### src/rtl/rd_pkt_framer.sv
// Frames raw read-data beats into one AXI-Stream packet per read command.
// A packet starts only once the downstream FIFO reports room for all of it.
module rd_pkt_framer #(
    parameter int DATA_WIDTH = 32,
    parameter int LEN_WIDTH  = 16
) (
    input  logic                    aclk,
    input  logic                    areset,
    input  logic                    cmd_valid,
    output logic                    cmd_ready,
    input  logic [15:0]             cmd_id,
    input  logic [3:0]              cmd_user,
    input  logic [LEN_WIDTH-1:0]    cmd_len,
    input  logic                    d_valid,
    output logic                    d_ready,
    input  logic [DATA_WIDTH-1:0]   d_data,
    input  logic                    fifo_ready,
    output logic                    m_axis_tvalid,
    input  logic                    m_axis_tready,
    output logic [DATA_WIDTH-1:0]   m_axis_tdata,
    output logic [DATA_WIDTH/8-1:0] m_axis_tkeep,
    output logic                    m_axis_tlast,
    output logic [15:0]             m_axis_tid,
    output logic [3:0]              m_axis_tuser,
    output logic                    busy,
    output logic [31:0]             pkt_cnt
);

    typedef enum logic [1:0] {
        S_IDLE      = 2'd0,
        S_WAIT_ROOM = 2'd1,
        S_STREAM    = 2'd2
    } state_t;

    state_t                  r_state;
    state_t                  w_state_nxt;

    logic [LEN_WIDTH-1:0]    r_len;
    logic [LEN_WIDTH-1:0]    r_beat_cnt;
    logic [15:0]             r_cmd_id;
    logic [3:0]              r_cmd_user;

    logic                    r_tvalid;
    logic                    r_tlast;
    logic [DATA_WIDTH-1:0]   r_tdata;
    logic [15:0]             r_tid;
    logic [3:0]              r_tuser;
    logic [31:0]             r_pkt_cnt;

    logic                    w_cmd_ready;
    logic                    w_d_ready;
    logic                    w_cmd_fire;
    logic                    w_load;
    logic                    w_last_beat;
    logic                    w_tx_last;

    assign w_cmd_fire  = cmd_valid & w_cmd_ready;
    assign w_load      = d_valid & w_d_ready;
    assign w_last_beat = (r_beat_cnt == r_len);
    assign w_tx_last   = r_tvalid & m_axis_tready & r_tlast;

    always_ff @(posedge aclk) begin
        if (areset) begin
            r_state <= S_IDLE;
        end else begin
            r_state <= w_state_nxt;
        end
    end

    always_comb begin
        w_state_nxt = r_state;
        unique case (r_state)
            S_IDLE: begin
                if (cmd_valid) begin
                    w_state_nxt = S_WAIT_ROOM;
                end
            end
            S_WAIT_ROOM: begin
                if (fifo_ready) begin
                    w_state_nxt = S_STREAM;
                end
            end
            S_STREAM: begin
                if (w_load && w_last_beat) begin
                    w_state_nxt = S_IDLE;
                end
            end
            default: begin
                w_state_nxt = S_IDLE;
            end
        endcase
    end

    always_comb begin
        w_cmd_ready = 1'b0;
        w_d_ready   = 1'b0;
        unique case (r_state)
            S_IDLE: begin
                w_cmd_ready = 1'b1;
            end
            S_WAIT_ROOM: begin
                w_d_ready = 1'b0;
            end
            S_STREAM: begin
                // Accept a beat whenever the output register is free or draining.
                w_d_ready = ~r_tvalid | m_axis_tready;
            end
            default: begin
                w_cmd_ready = 1'b0;
            end
        endcase
    end

    always_ff @(posedge aclk) begin
        if (areset) begin
            r_len      <= '0;
            r_beat_cnt <= '0;
            r_cmd_id   <= '0;
            r_cmd_user <= '0;
        end else if (w_cmd_fire) begin
            r_len      <= cmd_len;
            r_beat_cnt <= '0;
            r_cmd_id   <= cmd_id;
            r_cmd_user <= cmd_user;
        end else if (w_load && !w_last_beat) begin
            r_beat_cnt <= r_beat_cnt + 1'b1;
        end
    end

    // tid/tuser are copied per beat so a newly latched command cannot
    // disturb a final beat still waiting in the output register.
    always_ff @(posedge aclk) begin
        if (areset) begin
            r_tvalid <= 1'b0;
            r_tlast  <= 1'b0;
            r_tdata  <= '0;
            r_tid    <= '0;
            r_tuser  <= '0;
        end else if (w_load) begin
            r_tvalid <= 1'b1;
            r_tlast  <= w_last_beat;
            r_tdata  <= d_data;
            r_tid    <= r_cmd_id;
            r_tuser  <= r_cmd_user;
        end else if (m_axis_tready) begin
            r_tvalid <= 1'b0;
        end
    end

    always_ff @(posedge aclk) begin
        if (areset) begin
            r_pkt_cnt <= '0;
        end else if (w_tx_last) begin
            r_pkt_cnt <= r_pkt_cnt + 32'd1;
        end
    end

    assign cmd_ready     = w_cmd_ready;
    assign d_ready       = w_d_ready;
    assign m_axis_tvalid = r_tvalid;
    assign m_axis_tdata  = r_tdata;
    assign m_axis_tkeep  = '1;
    assign m_axis_tlast  = r_tlast;
    assign m_axis_tid    = r_tid;
    assign m_axis_tuser  = r_tuser;
    assign busy          = (r_state != S_IDLE) | r_tvalid;
    assign pkt_cnt       = r_pkt_cnt;

endmodule

### config.mk
export PLATFORM = sky130hd
export DESIGN_NAME = rd_pkt_framer
export DESIGN_NICKNAME = d
export VERILOG_FILES = /design/src/rtl/rd_pkt_framer.sv
export SDC_FILE = /design/constraint.sdc
export NUM_CORES = 1
export LEC_CHECK = 0
export CAP_MARGIN = 20
export CORE_ASPECT_RATIO = 0.9
export CORE_MARGIN = 1
export CORE_UTILIZATION = 51
export DETAILED_ROUTE_END_ITERATION = 10
export PLACE_DENSITY = 0.82
export RECOVER_POWER = 100
export SLEW_MARGIN = 10
export SYNTH_ARGS = -nofsm -noshare
export SYNTH_HDL_FRONTEND = slang
export SYNTH_SLANG_ARGS = --single-unit
### constraint.sdc
create_clock -name aclk -period 2.78 [get_ports aclk]
set_clock_uncertainty 0.1 [all_clocks]
set_input_delay 0.417 -clock aclk [delete_from_list [all_inputs] [get_ports aclk]]
set_output_delay 0.417 -clock aclk [all_outputs]
set_load 0.01 [all_outputs]
==> reports/qor.yml <==
status: "complete, no violations"
post-route-period-util: 0.895
synth-simple-area-share: 0.265
hold_viol: 0
synth.area.mux_share: 0.00178
chipWidth_um: 113
combPwrFrac: 0.075
synth_largest_area_cell: "dfxtp_1"
holdBufCountCts: 0
core_area_um2: 10800
path_delay_family: "buffers and inverters"
pin_count: 167
final_area_um2: 7890
cts_tree: "yes"
worst_slack_ns: 0.291
p_leak_nw: 3.04
switching_power_w: 0.00108
max-vdd-ir-drop_v: 0.000317
critPathArrivalTime_ns: 1.97
grt_overflow: 0
multi_input_area_um2: 2590
drtPass1Iterations: 5
grt_pass1_wl_mm: 24.6
clockBufferDepth: 2
ys_ff_latch: 140
slowest_stage: "dlygate4sd3_1"
critPathBufInv: 2
synthDistinctLibCells: 40
grt_antenna_before_repair: 1
clk_latency_ns: 0.41
h-tree-depth: 4
worst_pin_slew_ns: 0.756
p_sw_frac: 0.225
via_per_inst: 5.41
avgRoutedWirePerCell_um: 15.5
worstHoldPathType: "reg -> reg"
r2r_slack_ns: 0.44
path_max_fanout: 4
rr_worst_depth: 6
gr-usage-all-layers: 0.271
required_ns: 2.26
endpoint_kind: "output port"
cpPeakStageDelay_ns: 0.60
n_fill_cell: 772
clkTransAtPathRegs_ns: 0.06
place_area_um2: 7290
synth-compound-area-share: 0.115
crit_type: "in -> out"
syn-cell-area_um2: 5640
fin_setup_tns_ns: 0
route.detailed.drc: 0
synthAdderAreaFrac: 0.00444
finalSetupViolCount: 0
yosysMostFrequentCell: "nand2_1"
yosysSeqAreaShare: 0.497
dp_slack_ns: 0.294
final.min_clock_period_ns: 2.49
fmax_mhz: 402
timing.rr.end: "r_beat_cnt[10]"
synthArstFlopShare: 0
finalMaxSlewViolations: 0
synth_top_family_by_area: "simple AND/OR/NAND/NOR gates"
wl_mm: 15.3
yosys-top-cells-count: "203 x nand2_1, 140 x dfxtp_1, 103 x a21oi_1"
slew_headroom: 0.496
cap_viol_max_count: 0
hp-start: "r_cmd_user[0]"
whs_path_depth: 2
vias: 5342
ctsResizeCount: 0
start_util: 0.522
die_h_um: 102
numCtsBuffers: 17
die_area_um2: 11500
path_common_cell: "dlygate4sd3_1"
seqPwrFrac: 0.434
synth_cells: 693
p_int_w: 0.00372
nets: 917
yosys_most_used_dff: "dfxtp_1"
synth_edf_count: 0
synth_xor_area_frac: 0.0699
portBuffers: 162
ys_warn_count: 0
synth_top_area_share: 0.497
antenna_left: 0
seqCellArea_um2: 2800
syn2layout_area_growth_pct: 39.9
critPathLaunchType: "primary input"
drive_gt1_frac: 0.0539
reg2reg_from: "r_beat_cnt[3]"
grt_pass1_vias: 5094
rows: 36
first_iter_violations: 443
post-cts-setup-buffer-count: 0
rsz0062_at_grt: "no"
gp_congestion: 0.846
cts_sinks: 140
holdPathEnd: "m_axis_tuser[0]"
root_buffer: "clkbuf_16"
grt_max_degree: 75
clkPwrFrac: 0.490
p_per_area_nw_per_um2: 608
yosys-top-cells-area: "dfxtp_1 50%, nand2_1 14%, a21oi_1 9.1%"
syn_avg_cell_area_um2: 8.14
hpwl_mm: 10.1
worstPathCellList: "dlygate4sd3_1 > nand2b_1 > and2_1 > dlygate4sd3_1"
[area by class of cell]
cell class,count,share of cell area
antenna,1,0.000317
clock buffer,21,0.0596
clock inverter,11,0.0198
inverter,4,0.00190
multi-input combinational,504,0.328
sequential,140,0.355
tap,133,0.0211
timing repair buffer,174,0.214
[cell families (layout without fill, tap and decap cells)]
family	count (synthesis)	count (layout)
flops	140	140
xor+xnor	45	45
buf+inv	52	210
other cells	1	5
mux	1	1
fa+ha+maj	2	2
simple gates	329	329
compound gates	123	123
[power by group through the flow]
stage	Sequential (W)	Combinational (W)	Clock, W
after floorplan	0.00213	0.000190	0
after global placement	0.00213	0.000360	0
after detailed placement	0.00213	0.000366	0
after CTS	0.00209	0.000373	0.00238
after global routing	0.00209	0.000392	0.00248
final	0.00209	0.000362	0.00235
[how the worst max path moves through the flow]
stage,start,end,slack [ns],cells past startpoint
3_5_place_dp,m_axis_tready,pkt_cnt[23],0.29,7
3_3_place_gp,m_axis_tready,pkt_cnt[23],0.31,7
2_1_floorplan,pkt_cnt[0],pkt_cnt[14],1.02,7
5_1_grt,m_axis_tready,d_ready,0.24,4
4_1_cts,m_axis_tready,d_ready,0.45,4
6_report,m_axis_tready,d_ready,0.29,4
[sequential cells by signal, indices dropped and copies added, names as in the netlist]
register       flops
r_cmd_id          16
m_axis_tid        16
m_axis_tdata      32
r_beat_cnt        16
r_state            2
m_axis_tvalid      1
m_axis_tlast       1
m_axis_tuser       4
r_cmd_user         4
pkt_cnt           32
r_len             16
[through the flow]
stage / utilization / instances / power (W) / hold WS (ns)
6_report: 0.730 / 988 / 0.00480 / 0.352
5_1_grt: 0.730 / 988 / 0.00496 / 0.369
4_1_cts: 0.732 / 987 / 0.00484 / 0.353
3_5_place_dp: 0.674 / 955 / 0.00249 / 0.342
3_3_place_gp: 0.674 / 955 / 0.00249 / 0.335
2_1_floorplan: - / 696 / 0.00232 / 0.332
[metal layers]
metal | part of all wire | vias to the layer above | global-route usage
met5 | 0 | - | 0
met4 | 0.026 | 0 | 0.133
met3 | 0.059 | 33 | 0.0658
met2 | 0.48 | 196 | 0.458
met1 | 0.43 | 2494 | 0.328
li1 | - | 2619 | -
[worst reg2reg max path, delay by kind of cell (launching register included)]
kind                      cells  cell delay [ns]
and+or+nand+nor               3             1.01
DFF                           1             0.49
buffers and inverters         1             0.38
xor gates and xnor gates      1             0.16
AOI/OAI and AO/OA             1             0.07
[placed cells by master (no fill, tap or decap), drive strengths merged, types with 2 or more instances in the layout]
cell | synthesis | final
clkbuf | 23 | 27
conb | 1 | 4
bufinv | 0 | 3
xor2 | 24 | 24
nand2 | 204 | 204
nor4 | 2 | 2
clkdlybuf4s50 | 0 | 70
nand4 | 29 | 29
dfxtp | 140 | 140
o211ai | 6 | 6
clkinv | 0 | 2
buf | 24 | 7
and4 | 4 | 4
nor3 | 4 | 4
and2 | 6 | 6
o31ai | 6 | 6
or4 | 10 | 10
dlygate4sd3 | 0 | 91
o21ai | 7 | 7
nand3 | 13 | 13
a21oi | 103 | 103
ha | 2 | 2
nor2 | 35 | 35
inv | 4 | 7
or3 | 10 | 10
and3 | 7 | 7
xnor2 | 21 | 21
clkinvlp | 0 | 3
Note: power is estimated with default switching activity, not from simulation.
==> patch: new RTL, same flow settings <==
Change the parameter `LEN_WIDTH` from 16 to 8.
--- a/src/rtl/rd_pkt_framer.sv
+++ b/src/rtl/rd_pkt_framer.sv
@@ -3,5 +3,5 @@
 module rd_pkt_framer #(
     parameter int DATA_WIDTH = 32,
-    parameter int LEN_WIDTH  = 16
+    parameter int LEN_WIDTH  = 8
 ) (
     input  logic                    aclk,
Interface: changed (resized cmd_len); port bits go from 167 to 159. No check against the original RTL was run, so the function may have changed too.
==> patch against the original RTL <==
The run now ends with max-capacitance violations, max-slew violations left; wire length shrank 18%; worst setup slack worse by 0.082 ns; non-clock buffer count down 8; total power decreased by 12%; critical path depth grew 1; synthesized area fell by 12%; sequential cell count is 16 lower; cell area decreased by 9.4%.
==> patch: results (changes against the original RTL) <==
{| class="wikitable"
! Metric !! Value
|-
| Run status || complete, but fails checks (was finished clean)
|-
| Failing checks || max-capacitance violations, max-slew violations
|-
| Root Buffer Master || clkbuf_8 (was clkbuf_16)
|-
| Worst min-delay path startpoint || m_axis_tid[15]$_SDFFE_PP0P_ (was r_cmd_user[0]$_SDFFE_PP0P_)
|-
| Starting DRC count in detailed routing || 258 (was 443)
|-
| Fillers || 653 (was 772)
|-
| Average instance area after synthesis || 8.13 um^2 (was 8.14 um^2)
|-
| Cell count after placement || 862 (was 955)
|-
| Max-slew violation count || 90 (was 0)
|-
| End of the worst register-to-register path || pkt_cnt[26]$_SDFFE_PP0P_ (was r_beat_cnt[10]$_SDFFE_PP0P_)
|-
| Antenna violations before repair || 0 (was 1)
|-
| Worst-Margin Slew || 1.70 ns (was 0.756 ns)
|-
| Count of non-filler cells in the finished layout || 894 (was 988)
|-
| HPWL after DPL || 8510 um (was 10100 um)
|-
| Worst Hold Margin || 0.347 ns (was 0.352 ns)
|-
| Mean routed wirelength per cell || 14.1 um (was 15.5 um)
|-
| Global Route Usage Sum || 0.252 (was 0.271)
|-
| Arrival time worst endpoint || 2.05 ns (was 1.97 ns)
|-
| Synth Area in XOR/XNOR || 0.0300 (was 0.0699)
|-
| Largest fanout on the critical path || 5 (was 4)
|-
| VDD IR max || 393 uV (was 317 uV)
|-
| Beginning of the worst register-to-register path || m_axis_tvalid$_SDFFE_PP0P_ (was r_beat_cnt[3]$_SDFFE_PP0P_)
|-
| Via count || 4767 (was 5342)
|-
| Hold Path Sink || m_axis_tid[15]$_SDFFE_PP0P_ (was m_axis_tuser[0]$_SDFFE_PP0N_)
|-
| Leak Pwr || 2.76 nW (was 3.04 nW)
|-
| Number of max-capacitance violations reported || 1 (was 0)
|}
-- patch: cell count changes in the layout (fill, tap and decap cells not counted), moves of 6 or more --
cell	change
xor2_1	-11
nor2_1	-21
dfxtp_1	-16
o211ai_1	-6
xnor2_1	-17
nand2_1	-19
mux2i_1	+9
nand4_1	-21
clkdlybuf4s50_1	-6
-- patch: worst max-delay path by stage --
stage                            start                  endpoint  slack, ns  cells after the start
2_1_floorplan  pkt_cnt[0]$_SDFFE_PP0P_  pkt_cnt[26]$_SDFFE_PP0P_       0.65                      6
4_1_cts        r_state[1]$_SDFFE_PP0P_                   d_ready       0.27                      3
3_5_place_dp             m_axis_tready  pkt_cnt[26]$_SDFFE_PP0P_       0.19                      5
3_3_place_gp             m_axis_tready  pkt_cnt[30]$_SDFFE_PP0P_       0.29                      5
5_1_grt                  m_axis_tready                   d_ready       0.16                      5
6_report                 m_axis_tready                   d_ready       0.21                      5
-- patch: where the power goes --
| part | switching [mW] | internal (mW) | total, mW |
|---|---|---|---|
| logic | 0.152 | 0.155 | 0.307 |
| clock network | 0.796 | 1.26 | 2.06 |
| registers | 0.0255 | 1.82 | 1.84 |
| total | 0.973 | 3.23 | 4.21 |
-- patch: final cells by class --
| class | count | area [um^2] | share of cell area |
|---|---|---|---|
| clock buffer | 20 | 455 | 0.0637 |
| clock inverter | 12 | 113 | 0.0158 |
| inverter | 8 | 30.0 | 0.00420 |
| multi-input combinational | 442 | 2290 | 0.320 |
| sequential | 124 | 2480 | 0.347 |
| tap | 122 | 153 | 0.0214 |
| timing repair buffer | 166 | 1630 | 0.228 |
-- patch: layer usage --
metal,vias to the layer above,wire [um],global-route usage
met2,145,6230,0.443
li1,2396,-,-
met1,2216,5460,0.297
met3,10,797,0.0725
met4,0,116,0.0833
met5,-,0,0
